`src/rtl/path_launch_capture_if.sv`:
```
// Handshake/bus bundle for the launch/capture controller.
// master: the side that starts bursts and closes the path loop (bench / test wrapper).
// slave: the controller itself.
interface path_launch_capture_if #(
  parameter int N_WIDTH   = 8,
  parameter int CNT_WIDTH = 8
);
  logic                 start;
  logic [N_WIDTH-1:0]   num_tests;
  logic                 path_y;
  logic                 path_a;
  logic                 busy;
  logic                 done;
  logic [CNT_WIDTH-1:0] pass_cnt;
  logic [CNT_WIDTH-1:0] fail_cnt;
  logic                 any_fail;

  modport master (
    output start, num_tests, path_y,
    input  path_a, busy, done, pass_cnt, fail_cnt, any_fail
  );

  modport slave (
    input  start, num_tests, path_y,
    output path_a, busy, done, pass_cnt, fail_cnt, any_fail
  );
endinterface

```
`src/rtl/path_launch_capture.sv`:
```
// Launch/capture controller for at-speed transition testing of one
// combinational path. path_a launches a transition, path_y is sampled
// CAP_DELAY cycles later and compared with the expected level. A burst of
// alternating rise/fall launches runs back to back, accumulating saturating
// pass/fail counts.
module path_launch_capture #(
  parameter int CAP_DELAY      = 2,
  parameter int N_WIDTH        = 8,
  parameter int CNT_WIDTH      = 8,
  parameter int PATH_INVERTING = 0
) (
  input logic                   C,
  input logic                   R,
  path_launch_capture_if.slave  bus
);

  // Capture window must fit the 4-bit wait counter and be at least one cycle.
  if (CAP_DELAY < 1 || CAP_DELAY > 15) begin : g_bad_cap_delay
    $error("path_launch_capture: CAP_DELAY must be in 1..15");
  end

  localparam logic [3:0] RELOAD = 4'(CAP_DELAY - 1);
  localparam logic       INV    = (PATH_INVERTING != 0);

  typedef enum logic [1:0] {S_IDLE, S_WAIT, S_DONE} state_t;

  state_t               r_state;
  logic                 r_path_a;
  logic                 r_busy;
  logic                 r_done;
  logic [CNT_WIDTH-1:0] r_pass_cnt;
  logic [CNT_WIDTH-1:0] r_fail_cnt;
  logic                 r_any_fail;
  logic [N_WIDTH-1:0]   r_remaining;
  logic [3:0]           r_wait_cnt;
  logic                 w_match;

  // Pre-edge comparison: path_a still holds the level launched for this capture.
  assign w_match = (bus.path_y == (r_path_a ^ INV));

  // Burst sequencer: launch, count down the capture window, score, relaunch.
  always_ff @(posedge C or posedge R) begin
    if (R) begin
      r_state     <= S_IDLE;
      r_path_a    <= 1'b0;
      r_busy      <= 1'b0;
      r_done      <= 1'b0;
      r_pass_cnt  <= '0;
      r_fail_cnt  <= '0;
      r_any_fail  <= 1'b0;
      r_remaining <= '0;
      r_wait_cnt  <= '0;
    end else begin
      case (r_state)
        S_IDLE: begin
          r_done <= 1'b0;
          if (bus.start) begin
            r_pass_cnt <= '0;
            r_fail_cnt <= '0;
            r_any_fail <= 1'b0;
            if (bus.num_tests != '0) begin
              r_path_a    <= ~r_path_a;
              r_remaining <= bus.num_tests;
              r_wait_cnt  <= RELOAD;
              r_busy      <= 1'b1;
              r_state     <= S_WAIT;
            end else begin
              // Empty burst: no launch, just the completion pulse.
              r_done  <= 1'b1;
              r_state <= S_DONE;
            end
          end
        end
        S_WAIT: begin
          if (r_wait_cnt != 4'd0) begin
            r_wait_cnt <= r_wait_cnt - 4'd1;
          end else begin
            if (w_match) begin
              if (r_pass_cnt != {CNT_WIDTH{1'b1}}) r_pass_cnt <= r_pass_cnt + CNT_WIDTH'(1);
            end else begin
              if (r_fail_cnt != {CNT_WIDTH{1'b1}}) r_fail_cnt <= r_fail_cnt + CNT_WIDTH'(1);
              r_any_fail <= 1'b1;
            end
            r_remaining <= r_remaining - N_WIDTH'(1);
            if (r_remaining == N_WIDTH'(1)) begin
              r_busy  <= 1'b0;
              r_done  <= 1'b1;
              r_state <= S_DONE;
            end else begin
              // Next launch shares the capture edge, so the period is CAP_DELAY.
              r_path_a   <= ~r_path_a;
              r_wait_cnt <= RELOAD;
            end
          end
        end
        S_DONE: begin
          r_done  <= 1'b0;
          r_state <= S_IDLE;
        end
        default: r_state <= S_IDLE;
      endcase
    end
  end

  assign bus.path_a   = r_path_a;
  assign bus.busy     = r_busy;
  assign bus.done     = r_done;
  assign bus.pass_cnt = r_pass_cnt;
  assign bus.fail_cnt = r_fail_cnt;
  assign bus.any_fail = r_any_fail;

endmodule

```
`src/flat_wrapper.sv`:
```
// flat-port wrapper written by rule: the top's interface ports become plain ports
module path_launch_capture_flat 
#(
  parameter int CAP_DELAY      = 2,
  parameter int N_WIDTH        = 8,
  parameter int CNT_WIDTH      = 8,
  parameter int PATH_INVERTING = 0
)
  (C, R, bus_start, bus_num_tests, bus_path_y, bus_path_a, bus_busy, bus_done, bus_pass_cnt, bus_fail_cnt, bus_any_fail);
  path_launch_capture_if #(.N_WIDTH(N_WIDTH), .CNT_WIDTH(CNT_WIDTH)) bus_i ();
  input logic C;
  input logic R;
  input wire logic [$bits(bus_i.start)-1:0] bus_start;
  input wire logic [$bits(bus_i.num_tests)-1:0] bus_num_tests;
  input wire logic [$bits(bus_i.path_y)-1:0] bus_path_y;
  output wire logic [$bits(bus_i.path_a)-1:0] bus_path_a;
  output wire logic [$bits(bus_i.busy)-1:0] bus_busy;
  output wire logic [$bits(bus_i.done)-1:0] bus_done;
  output wire logic [$bits(bus_i.pass_cnt)-1:0] bus_pass_cnt;
  output wire logic [$bits(bus_i.fail_cnt)-1:0] bus_fail_cnt;
  output wire logic [$bits(bus_i.any_fail)-1:0] bus_any_fail;
  assign bus_i.start = bus_start;
  assign bus_i.num_tests = bus_num_tests;
  assign bus_i.path_y = bus_path_y;
  assign bus_path_a = bus_i.path_a;
  assign bus_busy = bus_i.busy;
  assign bus_done = bus_i.done;
  assign bus_pass_cnt = bus_i.pass_cnt;
  assign bus_fail_cnt = bus_i.fail_cnt;
  assign bus_any_fail = bus_i.any_fail;
  path_launch_capture #(.CAP_DELAY(CAP_DELAY), .N_WIDTH(N_WIDTH), .CNT_WIDTH(CNT_WIDTH), .PATH_INVERTING(PATH_INVERTING)) u_core (.C(C), .R(R), .bus(bus_i));
endmodule
```
`config.mk`:
```
export PLATFORM = sky130hd
export DESIGN_NAME = path_launch_capture_flat
export DESIGN_NICKNAME = d
export VERILOG_FILES = /design/src/rtl/path_launch_capture_if.sv /design/src/rtl/path_launch_capture.sv /design/src/flat_wrapper.sv
export SDC_FILE = /design/constraint.sdc
export NUM_CORES = 1
export LEC_CHECK = 0
export ABC_AREA = 1
export BUFFER_PORTS_ARGS = -buffer_cell sky130_fd_sc_hd__buf_2
export CORE_MARGIN = 2
export CORE_UTILIZATION = 40
export DETAILED_ROUTE_END_ITERATION = 7
export MAX_ROUTING_LAYER = met4
export SETUP_SLACK_MARGIN = 0.15
export SLEW_MARGIN = 20
export SYNTH_ARGS = -nofsm -noshare
export SYNTH_HDL_FRONTEND = slang
export SYNTH_SLANG_ARGS = --single-unit
```
`constraint.sdc`:
```
create_clock -name C -period 1.9 [get_ports C]
set_input_delay 0.38 -clock C [delete_from_list [all_inputs] [get_ports C]]
set_output_delay 0.38 -clock C [all_outputs]
set_load 0.03 [all_outputs]
```
# == Word level (Yosys, flattened, before mapping) ==
# Cells that the tools add are included.
# totals
output_inout_bits,20
wordCells,86
regBits,34
# op_classes
n_reduce_logical,14
n_mux,42
eq_ne,16
addsub,4
bitwise_logic,1
# op_table
cell,count
2-to-1 mux 8 bit,10
one-hot mux 8 bit (2 select lines),3
AND reduction 5 bit,4
"adder 8 x 1 -> 8 bit, second input constant",2
2-to-1 mux 4 bit,4
"inequality test 8 bit, second input constant",2
2-to-1 mux 1 bit,15
AND reduction 4 bit,3
"inequality test 2 x 1 -> 1 bit, second input constant",5
"equality test 8 x 1 -> 1 bit, second input constant",1
2-to-1 mux 2 bit,4
"inequality test 2 bit, second input constant",4
one-hot mux 4 bit (2 select lines),1
nonzero test 8 bit,1
"subtractor 8 x 1 -> 8 bit, second input constant",1
one-hot mux 1 bit (2 select lines),3
AND reduction 3 bit,2
one-hot mux 2 bit (2 select lines),1
nonzero test 4 bit,1
"subtractor 4 x 1 -> 4 bit, second input constant",1
"inequality test 3 x 2 -> 1 bit, second input constant",1
one-hot mux 1 bit (3 select lines),1
nonzero test 3 bit,1
"equality test 2 x 1 -> 1 bit, second input constant",1
other kinds (5),5

# == Logic depth before layout (Yosys ltp) ==
# depth
depth_word,5
mapped_depth,11
ltp_nobuf,10

# == Worst setup path before layout ==
# Ideal clock, no wire load.
# synth_timing
path_type,register to register
startpoint,register u_core.r_fail_cnt[0] (netlist: u_core.bus.fail_cnt[0])
endpoint,register u_core.r_fail_cnt[6] (netlist: u_core.bus.fail_cnt[6])
setup_slack_ns,0.321
stages_incl_launch_ff,9
arrival_ns,1.505
required_time_ns,1.826
cell_sequence,dfrtp_1 > ha_1 > nand2_1 > nor2_1 > nand3_1 > nand2_4 > buf_6 > nand2_2 > o21ai_2
# synth_via
elab_chain_len,5
elab_cells_between_ends,8
cone_classes,add/sub (1); eq/ne (2); mux (4); reduce/logical (1)
# synth_rtl
element,line_no,text
from (decl),path_launch_capture.sv:32,logic [CNT_WIDTH-1:0] r_fail_cnt;
from (signal assigned),path_launch_capture.sv:81,if (r_fail_cnt != {CNT_WIDTH{1'b1}}) r_fail_cnt <= r_fail_cnt + CNT_WIDTH'(1);
adder 8 x 1 -> 8 bit,path_launch_capture.sv:81,
2-to-1 mux 8 bit,path_launch_capture.sv:81,
2-to-1 mux 8 bit,path_launch_capture.sv:78,if (w_match) begin
2-to-1 mux 8 bit,path_launch_capture.sv:75,if (r_wait_cnt != 4'd0) begin
one-hot mux 8 bit (2 select lines),path_launch_capture.sv:54,case (r_state)
# Parallel ways exist; a longest one is shown, timed or not. The select of a mux whose other input is x is not followed.
# A chain may end at the register's enable or synchronous reset.

# == Worst setup path in the final report ==
# layout_timing
startpoint,register u_core.r_state[0]
endpoint,register u_core.r_fail_cnt[2] (netlist: u_core.bus.fail_cnt[2])
# layout_via
elab_chain_len,3
elab_cells_between_ends,9
cone_classes,eq/ne (5); mux (1); reduce/logical (3)
# layout_rtl
element,line_no,text
from (decl),path_launch_capture.sv:27,state_t r_state;
from (signal assigned),path_launch_capture.sv:44,r_state <= S_IDLE;
from (signal assigned),path_launch_capture.sv:66,r_state <= S_WAIT;
from (signal assigned),path_launch_capture.sv:70,r_state <= S_DONE;
equality test 2 x 1 -> 1 bit / zero test 2 bit (equally long branches),path_launch_capture.sv:54,
inequality test 2 x 1 -> 1 bit (no line) (tied with other cells),n/a,
AND reduction 5 bit (no line),n/a,
# Parallel ways exist; a longest one is shown, timed or not.

==> metrics.txt <==
status=finished, final reports clean; RSZ-0062 raised after global routing=false; IO buf count=31; multi-input combinational cell area=1291 um^2; crit share post-route=0.8683; post-synthesis instance area=2285 um^2; final instance area=2696 um^2; Synth area leaders=dfrtp_1 (37%), nand2_1 (18%), nand3_1 (7.4%); total gr overflow=0; RePlAce Congestion=0.8405; most common cell after layout, fill and taps aside=nand2_1; clock root buffer=clkbuf_8; die area=6332 um^2; CP delay by family, top=simple AND/OR/NAND/NOR gates; # diodes=0; Global Route met2 Usage=0.2706; Switch Pwr=2018 uW; clock slew at reported path FFs=0.07 ns; chip height=79.58 um; slowest CP cell=dfrtp_1; clk buf depth=2; largest net degree at the start of global routing=35; Max Fclk=606.2 MHz; setup TNS=0 ns; post-layout util=0.4897; GR Layer Usage met3=0.03733; Clock Latency Late Sink=0.28 ns; placed cell areas=2514 um^2; max_slew headroom=0.6917; Clock Skews=0.006296 ns; CP peak stage delay=0.40 ns; Slew @ Worst Pin=0.4624 ns; met1 GRT Util=0.2438; arrival time at the worst endpoint=1.82 ns; Crit Path Category=flop to flop; Syn Nets=348; via/cell ratio=4.732; most frequent cells in the layout=nand2_1 (112), inv_1 (34), nand3_1 (34), dfrtp_1 (34), nor2_1 (32); RR Startpoint=u_core.r_state[0]; layout cells sized above 1=0.2141; P&R area growth vs syn=18.02%; Layout Nets=389; final wirelength=5.108 mm; Post-Syn Area per Cell=6.987 um^2; Setup Viol. Count Final=0; hpwl dp=3.658 mm; power density over the cells=1515 nW/um^2; initial drt markers=105; R2R cell count=9; Vias=2,087; Top Usage Layer GRT=met2; number of fill cells=558; sequential cell area=850.8 um^2; CTS Hold Bufs=0; Max VDD drop=0.0008662 V; Clock Sink Count=34; kind of end point of the critical path=flop; Starting Density=0.4149; Yosys top cell by area=dfrtp_1; Ports=32; Critical Path RT=2.07 ns; number of synthesized register bits=34; row cnt=27; die extent in x=79.58 um; first-pass GRT wire length=8.763 mm; Synth top area share=0.3724; total track usage=0.1798; H-tree Lvls=2; Int Pwr=2067 uW; WL/cell=11.58 um; CTS Buf Count=5; Max-Cap Viols=0; CP max FO=15; Logic pwr share=0.591; final hold vios=0; crit path time final=1.650 ns; Seq pwr share=0.273; Mapped Cells=327; post-route ant nets=0; residual DRC count=0; Hold Path Class=primary input to asynchronous set/reset pin; Final Max Tran Viols=0; cell leakage power=0.001425 uW; reg2reg end=u_core.bus.fail_cnt[2]; Sw Share=0.4939; sequential share of the synthesized area=0.3724; 1st-pass router iterations=4; Clock Power Share=0.137; Syn. warnings=0; number of global-route vias before repair=1,918; startpoint class of the critical path=flop; initial antenna violation count=0; CTS tree=built; worst path cell trace=buf_4, ha_4, inv_2, a21oi_4, nand2_4, nor2_4, nand2_8, nand2_1, o21ai_2; Netlist cell types=28; internal reg-to-reg setup slack=0.25 ns; CP Buf/Inv Count=2; Core Area=5507 um^2
-- layout make-up --
cell class                 instances  share of cell area
multi-input combinational        248              0.4789
sequential                        34              0.3155
timing repair buffer              41             0.08538
inverter                          38             0.05290
tap                               72             0.03341
clock buffer                       7             0.03202
clock inverter                     1            0.001856
-- layer usage --
metal / part of all wire / up-vias
met3: 0.050 / 9
met1: 0.49 / 925
li1: - / 1108
met4: 0.013 / 0
met5: 0 / -
met2: 0.45 / 45
-- power groups by stage --
stage | logic [uW] | registers, uW | clock network (uW)
floorplan | 1630 | 1210 | 0
finish | 2410 | 1110 | 559
global route | 2730 | 1150 | 614
detailed placement | 2150 | 1130 | 0
CTS | 2170 | 1110 | 584
global placement | 2130 | 1130 | 0
-- synthesized netlist by cell type, drive strengths merged --
cell type  instances
a21boi             1
a21oi              6
buf                6
clkbuf             2
dfrtp             34
ha                 9
inv               38
nand2            119
nand3             34
nand3b             2
nand4              3
nor2              36
nor3               2
o21ai             27
or2                3
xnor2              2
xor2               3
-- timing repair --
action / CTS / global route
pin swaps: 1 / 2
gates resized for setup: 2 / 7
endpoints found under the setup margin: 12 / 28
gates cloned: 0 / 1
buffers inserted: 0 / 5
-- per-stage QoR --
| stage | hold slack [ns] | setup slack [ns] | total power (uW) | instances |
|---|---|---|---|---|
| finish | 0.1901 | 0.2503 | 4085 | 441 |
| global route | 0.2446 | 0.1264 | 4493 | 441 |
| CTS | 0.2016 | 0.1549 | 3866 | 435 |
| floorplan | 0.4489 | 0.3209 | 2847 | 327 |
| detailed placement | 0.4708 | 0.1430 | 3278 | 427 |
| global placement | 0.4640 | 0.1278 | 3259 | 427 |
-- how the worst max path moves through the flow --
stage	startpoint	endpoint	slack (ns)	cells past startpoint
2_1_floorplan	u_core.bus.fail_cnt[0]	u_core.bus.fail_cnt[6]	0.32	8
3_3_place_gp	u_core.r_state[0]	u_core.r_wait_cnt[2]	0.13	10
3_5_place_dp	u_core.r_state[0]	u_core.r_wait_cnt[3]	0.14	10
4_1_cts	u_core.r_state[0]	u_core.bus.pass_cnt[4]	0.15	10
5_1_grt	u_core.r_state[0]	u_core.r_wait_cnt[2]	0.13	10
6_report	u_core.r_state[0]	u_core.bus.fail_cnt[2]	0.25	9
-- cells by family (layout without fill, tap and decap cells) --
kind of cell	count (synthesis)	count (layout)	synth area share
adders and majority gates	9	9	0.04929
and+or+nand+nor	199	200	0.3795
DFF	34	34	0.3724
buffers and inverters	46	87	0.08598
AOI/OAI and AO/OA	34	34	0.09365
xor gates and xnor gates	5	5	0.01917
-- worst register-to-register path, stage by stage, from the launching register on --
cell     delay [ns]
dfrtp_1        0.40
buf_4          0.14
ha_4           0.17
inv_2          0.09
a21oi_4        0.20
nand2_4        0.09
nor2_4         0.16
nand2_8        0.13
nand2_1        0.10
o21ai_2        0.05
-- flip-flops by register name, indices dropped and copies added (netlist names) --
name / count
u_core.bus.busy: 1
u_core.bus.path_a: 1
u_core.bus.fail_cnt: 8
u_core.r_state: 2
u_core.r_wait_cnt: 4
u_core.r_remaining: 8
u_core.bus.any_fail: 1
u_core.bus.done: 1
u_core.bus.pass_cnt: 8
Note: power is estimated with default switching activity, not from simulation.
